`src/rtl/tlb_pkg.sv`:
```
// TLB shared definitions: field widths, entry packing layout and page-select helper.
// Latency: n/a (types and constants only).
// Backpressure: n/a.
package tlb_pkg;

  localparam int VPN2_W = 19;
  localparam int ASID_W = 8;
  localparam int PFN_W  = 20;
  localparam int C_W    = 3;

  // One dual-page entry. Field order fixes the bit-packing of the storage array.
  typedef struct packed {
    logic [VPN2_W-1:0] vpn2;
    logic [ASID_W-1:0] asid;
    logic              g;
    logic [PFN_W-1:0]  pfn0;
    logic [C_W-1:0]    c0;
    logic              d0;
    logic              v0;
    logic [PFN_W-1:0]  pfn1;
    logic [C_W-1:0]    c1;
    logic              d1;
    logic              v1;
  } tlb_entry_t;

  // The half of an entry that a search returns.
  typedef struct packed {
    logic [PFN_W-1:0] pfn;
    logic [C_W-1:0]   c;
    logic             d;
    logic             v;
  } tlb_page_t;

  // VA[12] picks the odd page of the pair.
  function automatic tlb_page_t page_of(input tlb_entry_t ent, input logic odd);
    tlb_page_t pg;
    if (odd) begin
      pg.pfn = ent.pfn1;
      pg.c   = ent.c1;
      pg.d   = ent.d1;
      pg.v   = ent.v1;
    end else begin
      pg.pfn = ent.pfn0;
      pg.c   = ent.c0;
      pg.d   = ent.d0;
      pg.v   = ent.v0;
    end
    return pg;
  endfunction

endpackage

```
`src/rtl/tlb_lookup.sv`:
```
// One TLB search port: parallel match, lowest-index priority encode, page select, output register.
// Latency: 1 cycle from req to valid; fully pipelined, one request per cycle.
// Backpressure: none; results hold until the next req, valid pulses for one cycle per req.
//
// Ports: clk/reset; entries/entry_e = storage array and entry-valid bits from the top;
//        req/vpn2/odd_page/asid = search request; valid/found/index/pfn/c/d/v = registered result.
module tlb_lookup
  import tlb_pkg::*;
#(
  parameter int TLBNUM       = 16,
  parameter int TLBNUM_WIDTH = $clog2(TLBNUM)
) (
  input  logic                          clk,
  input  logic                          reset,
  input  tlb_entry_t [TLBNUM-1:0]       entries,
  input  logic [TLBNUM-1:0]             entry_e,
  input  logic                          req,
  input  logic [VPN2_W-1:0]             vpn2,
  input  logic                          odd_page,
  input  logic [ASID_W-1:0]             asid,
  output logic                          valid,
  output logic                          found,
  output logic [TLBNUM_WIDTH-1:0]       index,
  output logic [PFN_W-1:0]              pfn,
  output logic [C_W-1:0]                c,
  output logic                          d,
  output logic                          v
);

  logic [TLBNUM-1:0]       match;
  logic                    hit;
  logic [TLBNUM_WIDTH-1:0] hit_idx;
  tlb_page_t               hit_page;

  always_comb begin
    match = '0;
    for (int i = 0; i < TLBNUM; i++) begin
      match[i] = entry_e[i] && (entries[i].vpn2 == vpn2) &&
                 (entries[i].g || (entries[i].asid == asid));
    end
  end

  // Scan from the top down so the lowest matching index is the last one written.
  always_comb begin
    hit     = 1'b0;
    hit_idx = '0;
    for (int i = TLBNUM - 1; i >= 0; i--) begin
      if (match[i]) begin
        hit     = 1'b1;
        hit_idx = TLBNUM_WIDTH'(i);
      end
    end
  end

  // A miss must report an all-zero page, not whatever entry 0 holds.
  always_comb begin
    hit_page = '0;
    if (hit) begin
      hit_page = page_of(entries[hit_idx], odd_page);
    end
  end

  always_ff @(posedge clk) begin
    if (reset) begin
      valid <= 1'b0;
      found <= 1'b0;
      index <= '0;
      pfn   <= '0;
      c     <= '0;
      d     <= 1'b0;
      v     <= 1'b0;
    end else begin
      valid <= req;
      if (req) begin
        found <= hit;
        index <= hit_idx;
        pfn   <= hit_page.pfn;
        c     <= hit_page.c;
        d     <= hit_page.d;
        v     <= hit_page.v;
      end
    end
  end

endmodule

```
`src/rtl/tlb.sv`:
```
// Joint TLB: entry storage with CP0 write/read ports and two independent registered search ports.
// Latency: search 1 cycle (pipelined); write takes effect at the edge; read is combinational.
// Backpressure: none; every port accepts a request every cycle.
//
// Ports: clk/reset; s0_* = fetch search; s1_* = data/TLBP search plus s1_probe = {~found, index};
//        we/w_* = TLBWI/TLBWR write; r_index/r_* = TLBR read of the entry at r_index.
module tlb
  import tlb_pkg::*;
#(
  parameter int TLBNUM       = 16,
  parameter int TLBNUM_WIDTH = $clog2(TLBNUM)
) (
  input  logic                    clk,
  input  logic                    reset,
  // search port 0
  input  logic                    s0_req,
  input  logic [VPN2_W-1:0]       s0_vpn2,
  input  logic                    s0_odd_page,
  input  logic [ASID_W-1:0]       s0_asid,
  output logic                    s0_valid,
  output logic                    s0_found,
  output logic [TLBNUM_WIDTH-1:0] s0_index,
  output logic [PFN_W-1:0]        s0_pfn,
  output logic [C_W-1:0]          s0_c,
  output logic                    s0_d,
  output logic                    s0_v,
  // search port 1
  input  logic                    s1_req,
  input  logic [VPN2_W-1:0]       s1_vpn2,
  input  logic                    s1_odd_page,
  input  logic [ASID_W-1:0]       s1_asid,
  output logic                    s1_valid,
  output logic                    s1_found,
  output logic [TLBNUM_WIDTH-1:0] s1_index,
  output logic [PFN_W-1:0]        s1_pfn,
  output logic [C_W-1:0]          s1_c,
  output logic                    s1_d,
  output logic                    s1_v,
  output logic [TLBNUM_WIDTH:0]   s1_probe,
  // write port
  input  logic                    we,
  input  logic [TLBNUM_WIDTH-1:0] w_index,
  input  logic [VPN2_W-1:0]       w_vpn2,
  input  logic [ASID_W-1:0]       w_asid,
  input  logic                    w_g,
  input  logic [PFN_W-1:0]        w_pfn0,
  input  logic [C_W-1:0]          w_c0,
  input  logic                    w_d0,
  input  logic                    w_v0,
  input  logic [PFN_W-1:0]        w_pfn1,
  input  logic [C_W-1:0]          w_c1,
  input  logic                    w_d1,
  input  logic                    w_v1,
  // read port
  input  logic [TLBNUM_WIDTH-1:0] r_index,
  output logic [VPN2_W-1:0]       r_vpn2,
  output logic [ASID_W-1:0]       r_asid,
  output logic                    r_g,
  output logic [PFN_W-1:0]        r_pfn0,
  output logic [C_W-1:0]          r_c0,
  output logic                    r_d0,
  output logic                    r_v0,
  output logic [PFN_W-1:0]        r_pfn1,
  output logic [C_W-1:0]          r_c1,
  output logic                    r_d1,
  output logic                    r_v1
);

  tlb_entry_t [TLBNUM-1:0] entries;
  logic       [TLBNUM-1:0] entry_e;
  tlb_entry_t              w_ent;
  tlb_entry_t              r_ent;

  always_comb begin
    w_ent      = '0;
    w_ent.vpn2 = w_vpn2;
    w_ent.asid = w_asid;
    w_ent.g    = w_g;
    w_ent.pfn0 = w_pfn0;
    w_ent.c0   = w_c0;
    w_ent.d0   = w_d0;
    w_ent.v0   = w_v0;
    w_ent.pfn1 = w_pfn1;
    w_ent.c1   = w_c1;
    w_ent.d1   = w_d1;
    w_ent.v1   = w_v1;
  end

  // Searches in the write cycle read the pre-edge array, so no bypass is needed.
  always_ff @(posedge clk) begin
    if (reset) begin
      entries <= '0;
      entry_e <= '0;
    end else if (we) begin
      entries[w_index] <= w_ent;
      entry_e[w_index] <= 1'b1;
    end
  end

  assign r_ent  = entries[r_index];
  assign r_vpn2 = r_ent.vpn2;
  assign r_asid = r_ent.asid;
  assign r_g    = r_ent.g;
  assign r_pfn0 = r_ent.pfn0;
  assign r_c0   = r_ent.c0;
  assign r_d0   = r_ent.d0;
  assign r_v0   = r_ent.v0;
  assign r_pfn1 = r_ent.pfn1;
  assign r_c1   = r_ent.c1;
  assign r_d1   = r_ent.d1;
  assign r_v1   = r_ent.v1;

  tlb_lookup #(.TLBNUM(TLBNUM), .TLBNUM_WIDTH(TLBNUM_WIDTH)) u_lookup0 (
    .clk      (clk),
    .reset    (reset),
    .entries  (entries),
    .entry_e  (entry_e),
    .req      (s0_req),
    .vpn2     (s0_vpn2),
    .odd_page (s0_odd_page),
    .asid     (s0_asid),
    .valid    (s0_valid),
    .found    (s0_found),
    .index    (s0_index),
    .pfn      (s0_pfn),
    .c        (s0_c),
    .d        (s0_d),
    .v        (s0_v)
  );

  tlb_lookup #(.TLBNUM(TLBNUM), .TLBNUM_WIDTH(TLBNUM_WIDTH)) u_lookup1 (
    .clk      (clk),
    .reset    (reset),
    .entries  (entries),
    .entry_e  (entry_e),
    .req      (s1_req),
    .vpn2     (s1_vpn2),
    .odd_page (s1_odd_page),
    .asid     (s1_asid),
    .valid    (s1_valid),
    .found    (s1_found),
    .index    (s1_index),
    .pfn      (s1_pfn),
    .c        (s1_c),
    .d        (s1_d),
    .v        (s1_v)
  );

  // P bit set means the probe missed.
  assign s1_probe = {~s1_found, s1_index};

endmodule

```
`config.mk`:
```
export PLATFORM = sky130hd
export DESIGN_NAME = tlb
export DESIGN_NICKNAME = d
export VERILOG_FILES = /design/src/rtl/tlb_pkg.sv /design/src/rtl/tlb_lookup.sv /design/src/rtl/tlb.sv
export SDC_FILE = /design/constraint.sdc
export NUM_CORES = 2
export LEC_CHECK = 0
export BUFFER_PORTS_ARGS = -buffer_cell sky130_fd_sc_hd__buf_2
export CAP_MARGIN = 20
export CORE_UTILIZATION = 25
export DETAILED_ROUTE_END_ITERATION = 8
export HOLD_SLACK_MARGIN = 0.02
export PLACE_DENSITY_LB_ADDON = 0.15
export SLEW_MARGIN = 20
export SYNTH_ARGS = -nofsm -noshare
export SYNTH_HDL_FRONTEND = slang
export SYNTH_SLANG_ARGS = --single-unit
```
`constraint.sdc`:
```
create_clock -name clk -period 4 [get_ports clk]
set_clock_uncertainty 0.15 [all_clocks]
set_input_delay 0.2 -clock clk [delete_from_list [all_inputs] [get_ports clk]]
set_output_delay 0.2 -clock clk [all_outputs]
set_load 0.02 [all_outputs]
```
==> impl_metrics.yaml <==
route:
  wl_mm: 612
  drtPass1Iterations: 9
  vias_per_cell: 5.83
  wl_per_cell_um: 35.3
  drcViolationCount: 3
  antenna_left: 0
  num_vias: 101000
  drt-initial-drc-count: 11600
power:
  power_mw: 36.0
  pwr-share-seq_pct: 37.8
  p_sw_share_pct: 28.6
  vdd.ir_drop.worst_mv: 0.379
  p_leak_nw: 46.3
  internal_power_mw: 25.7
  power_frac_clock_pct: 50.3
  power_density_nw_per_um2: 292
  power_frac_comb_pct: 11.9
  switching_power_mw: 10.3
finish:
  fin_nets: 12700
  final_util_pct: 35.3
  layout_commonest_cell: "nand2_1"
  final_cell_mix: "nand2_1, buf_4, a21oi_1"
  area_delta_synth_final_pct: 40.5
  drive_gt1_share_pct: 30.1
setup_path:
  r2r-end: "u_lookup0.pfn[7]$_SDFFE_PP0P_"
  start_kind: "register"
  cp-endpoint: "u_lookup0.pfn[7]$_SDFFE_PP0P_"
  r2r_slack_ps: -820
  worstPathCellList: "buf_6 -> xor2_2 -> nor4_2 -> buf_4 -> a21oi_4 -> or4_4 -> a211o_4 -> o211a_4 -> buf_12 -> buf_12 -> and3_4 -> o311ai_4 -> nand4_1 -> o31ai_1 -> o211ai_1"
  critPathMostFrequentCell: "buf_12"
  crit_type: "register to register"
  startpoint: "entries[676]$_SDFFE_PP0P_"
  crit_path_max_incr_delay_ps: 660
  arrival_ps: 5440
  cp-end-kind: "register"
  worstPathMaxFanout: 21
  cp_data_required_time_ps: 4620
  r2r_cells: 15
  cp_slowest_cell: "nand4_1"
  reg2reg_from: "entries[676]$_SDFFE_PP0P_"
floorplan:
  chipHeight_um: 594
  dieArea_um2: 353000
  coreArea_um2: 349000
  die_w_um: 594
  start_util_pct: 25.1
  num_rows: 217
  io-pin-count: 292
timing:
  fin_crit_ps: 4820
  worst-slew-pin-transition_ps: 1140
  rsz0062_at_grt: "true"
  finalSetupViolCount: 51
  drv_slew: 0
  setup_ws_ps: -824
  setup_tns_ps: -19260
  hold_violations: 0
  post-route-period-util_pct: 121
  max_slew_margin_pct: 23.9
  max_freq_mhz: 207
  fin_hold_ws_ps: 97.2
clock_network:
  cts.path.max_buffers: 4
  cts_buffers: 182
  clkLatencyLatePin_ps: 900
  cts_tree: "built"
  clock_sinks: 1326
  cts_max_level: 4
  cts-root-buf: "clkbuf_16"
  path_clk_slew_ps: 60
placement:
  port_buffers: 291
  place_worst_setup_slack_ps: -1830
  routabilityCongestion: 0.989
  dpl.hpwl_mm: 421
logic_synthesis:
  netlist-cell-type-count: 81
  netlist_instances: 11100
  synth.net_count: 11300
  async_flop_share_pct: 0
  avgSynthCellArea_um2: 7.88
  synth_seq_area_share_pct: 30.3
  synth-seq-cells: 1326
  synth_edf_count: 0
  synth.cell_area_um2: 87600
  synthFlopType: "dfxtp_1"
  yosysWarnings: 0
grt:
  grt_pass1_vias: 97100
  grt_max_degree: 175
  track_usage_pct: 33.0
  antenna_found_initial: 53
  grt-ovfl-total: 0
  grt_pass1_wl_mm: 819
flow_run:
  maxCapViolations: 0
status:
  violations: "DRC, setup timing"
  outcome: "complete, but fails checks"
worst_hold_path:
  hold_class: "primary input to register"
-- area by class of cell --
| class | instances | area, µm² |
|---|---|---|
| fillers | 36000 | 226000 |
| multi-input cells | 8539 | 60300 |
| flip-flops and latches | 1326 | 26700 |
| repair buffers | 2508 | 23900 |
| well taps | 4599 | 5750 |
| clock buffers | 272 | 5480 |
| clock inverters | 55 | 868 |
| inverters | 32 | 120 |
| diodes | 26 | 65.1 |
-- flip-flops by register name, summed over array words and instances, names as in the netlist --
name	count
u_lookup1.pfn	20
u_lookup1.found	1
entries	1248
u_lookup0.v	1
u_lookup0.valid	1
u_lookup1.valid	1
u_lookup1.c	3
u_lookup0.d	1
u_lookup0.c	3
u_lookup1.v	1
u_lookup1.index	4
entry_e	16
u_lookup0.found	1
u_lookup0.pfn	20
u_lookup1.d	1
u_lookup0.index	4
-- Yosys cell counts, types with 161 or more instances --
master / number / area share, %
buf_2: 161 / 0.92
clkbuf_1: 921 / 3.9
a311oi_1: 207 / 2.1
dfxtp_1: 1326 / 30
mux4_2: 390 / 10
xor2_1: 642 / 6.4
mux2i_1: 239 / 2.7
nor4_1: 263 / 1.9
a22o_1: 255 / 2.5
a21oi_1: 1389 / 7.9
xnor2_1: 221 / 2.2
and3_1: 355 / 2.5
nand2_1: 3010 / 13
-- cells by family (layout without fill, tap and decap cells) --
kind of cell    Yosys count  after routing  synth area share, %
other cells               0             26                    0
simple gates           4311           4311                 22.1
xor+xnor                864            864                 8.64
compound gates         2706           2706                 19.9
flops                  1326           1326                 30.3
mux                     658            658                 13.1
buf+inv                1251           2867                 6.01
-- worst max-delay path, delay by kind of cell, from the launching register on --
family,cells,cell delay [ps]
buffers and inverters,4,640
AO/OA/AOI/OAI,6,1610
XOR/XNOR,1,170
AND/OR/NAND/NOR,4,1740
flip-flops,1,320
-- power groups by stage --
| stage | Combinational [mW] | Sequential (mW) | Clock (mW) |
|---|---|---|---|
| finish | 4.28 | 13.6 | 18.1 |
| global route | 4.39 | 13.6 | 18.8 |
| CTS | 4.15 | 13.6 | 18.3 |
| detailed placement | 3.98 | 13.9 | 0 |
| global placement | 3.98 | 13.9 | 0 |
| floorplan | 1.88 | 13.8 | 0 |
-- worst min path at each step --
stage	startpoint	to	slack, ps	cells past startpoint
floorplan	entries[624]$_SDFFE_PP0P_	entries[624]$_SDFFE_PP0P_	300	2
global placement	u_lookup0.index[3]$_SDFFE_PP0P_	u_lookup0.index[3]$_SDFFE_PP0P_	310	2
detailed placement	u_lookup0.index[3]$_SDFFE_PP0P_	u_lookup0.index[3]$_SDFFE_PP0P_	320	2
CTS	w_pfn0[13]	entries[1135]$_SDFFE_PP0P_	50	4
global route	w_pfn0[10]	entries[1210]$_SDFFE_PP0P_	120	4
finish	w_pfn0[13]	entries[1135]$_SDFFE_PP0P_	100	4
-- layer usage --
| layer | global-route usage (%) | share of wire [%] | up-vias |
|---|---|---|---|
| li1 | - | - | 43000 |
| met1 | 38.3 | 37 | 50600 |
| met2 | 52.8 | 45 | 5839 |
| met3 | 5.61 | 7.7 | 1766 |
| met4 | 28.6 | 11 | 12 |
| met5 | 0 | 0.012 | - |
-- timing repair --
action,CTS,global route
endpoints found under the setup margin,51,51
hold buffers,92,0
endpoints found under the hold margin,1275,0
gates cloned,20,19
pin swaps,230,270
gates resized for setup,560,447
setup buffers,129,107
-- stage by stage --
step,cell area [µm²],std cells
2_1_floorplan,87600,11100
3_3_place_gp,108000,16700
3_5_place_dp,108000,16700
4_1_cts,120000,17200
5_1_grt,123000,17300
6_report,123000,17400
(Power assumes the default switching activity.)
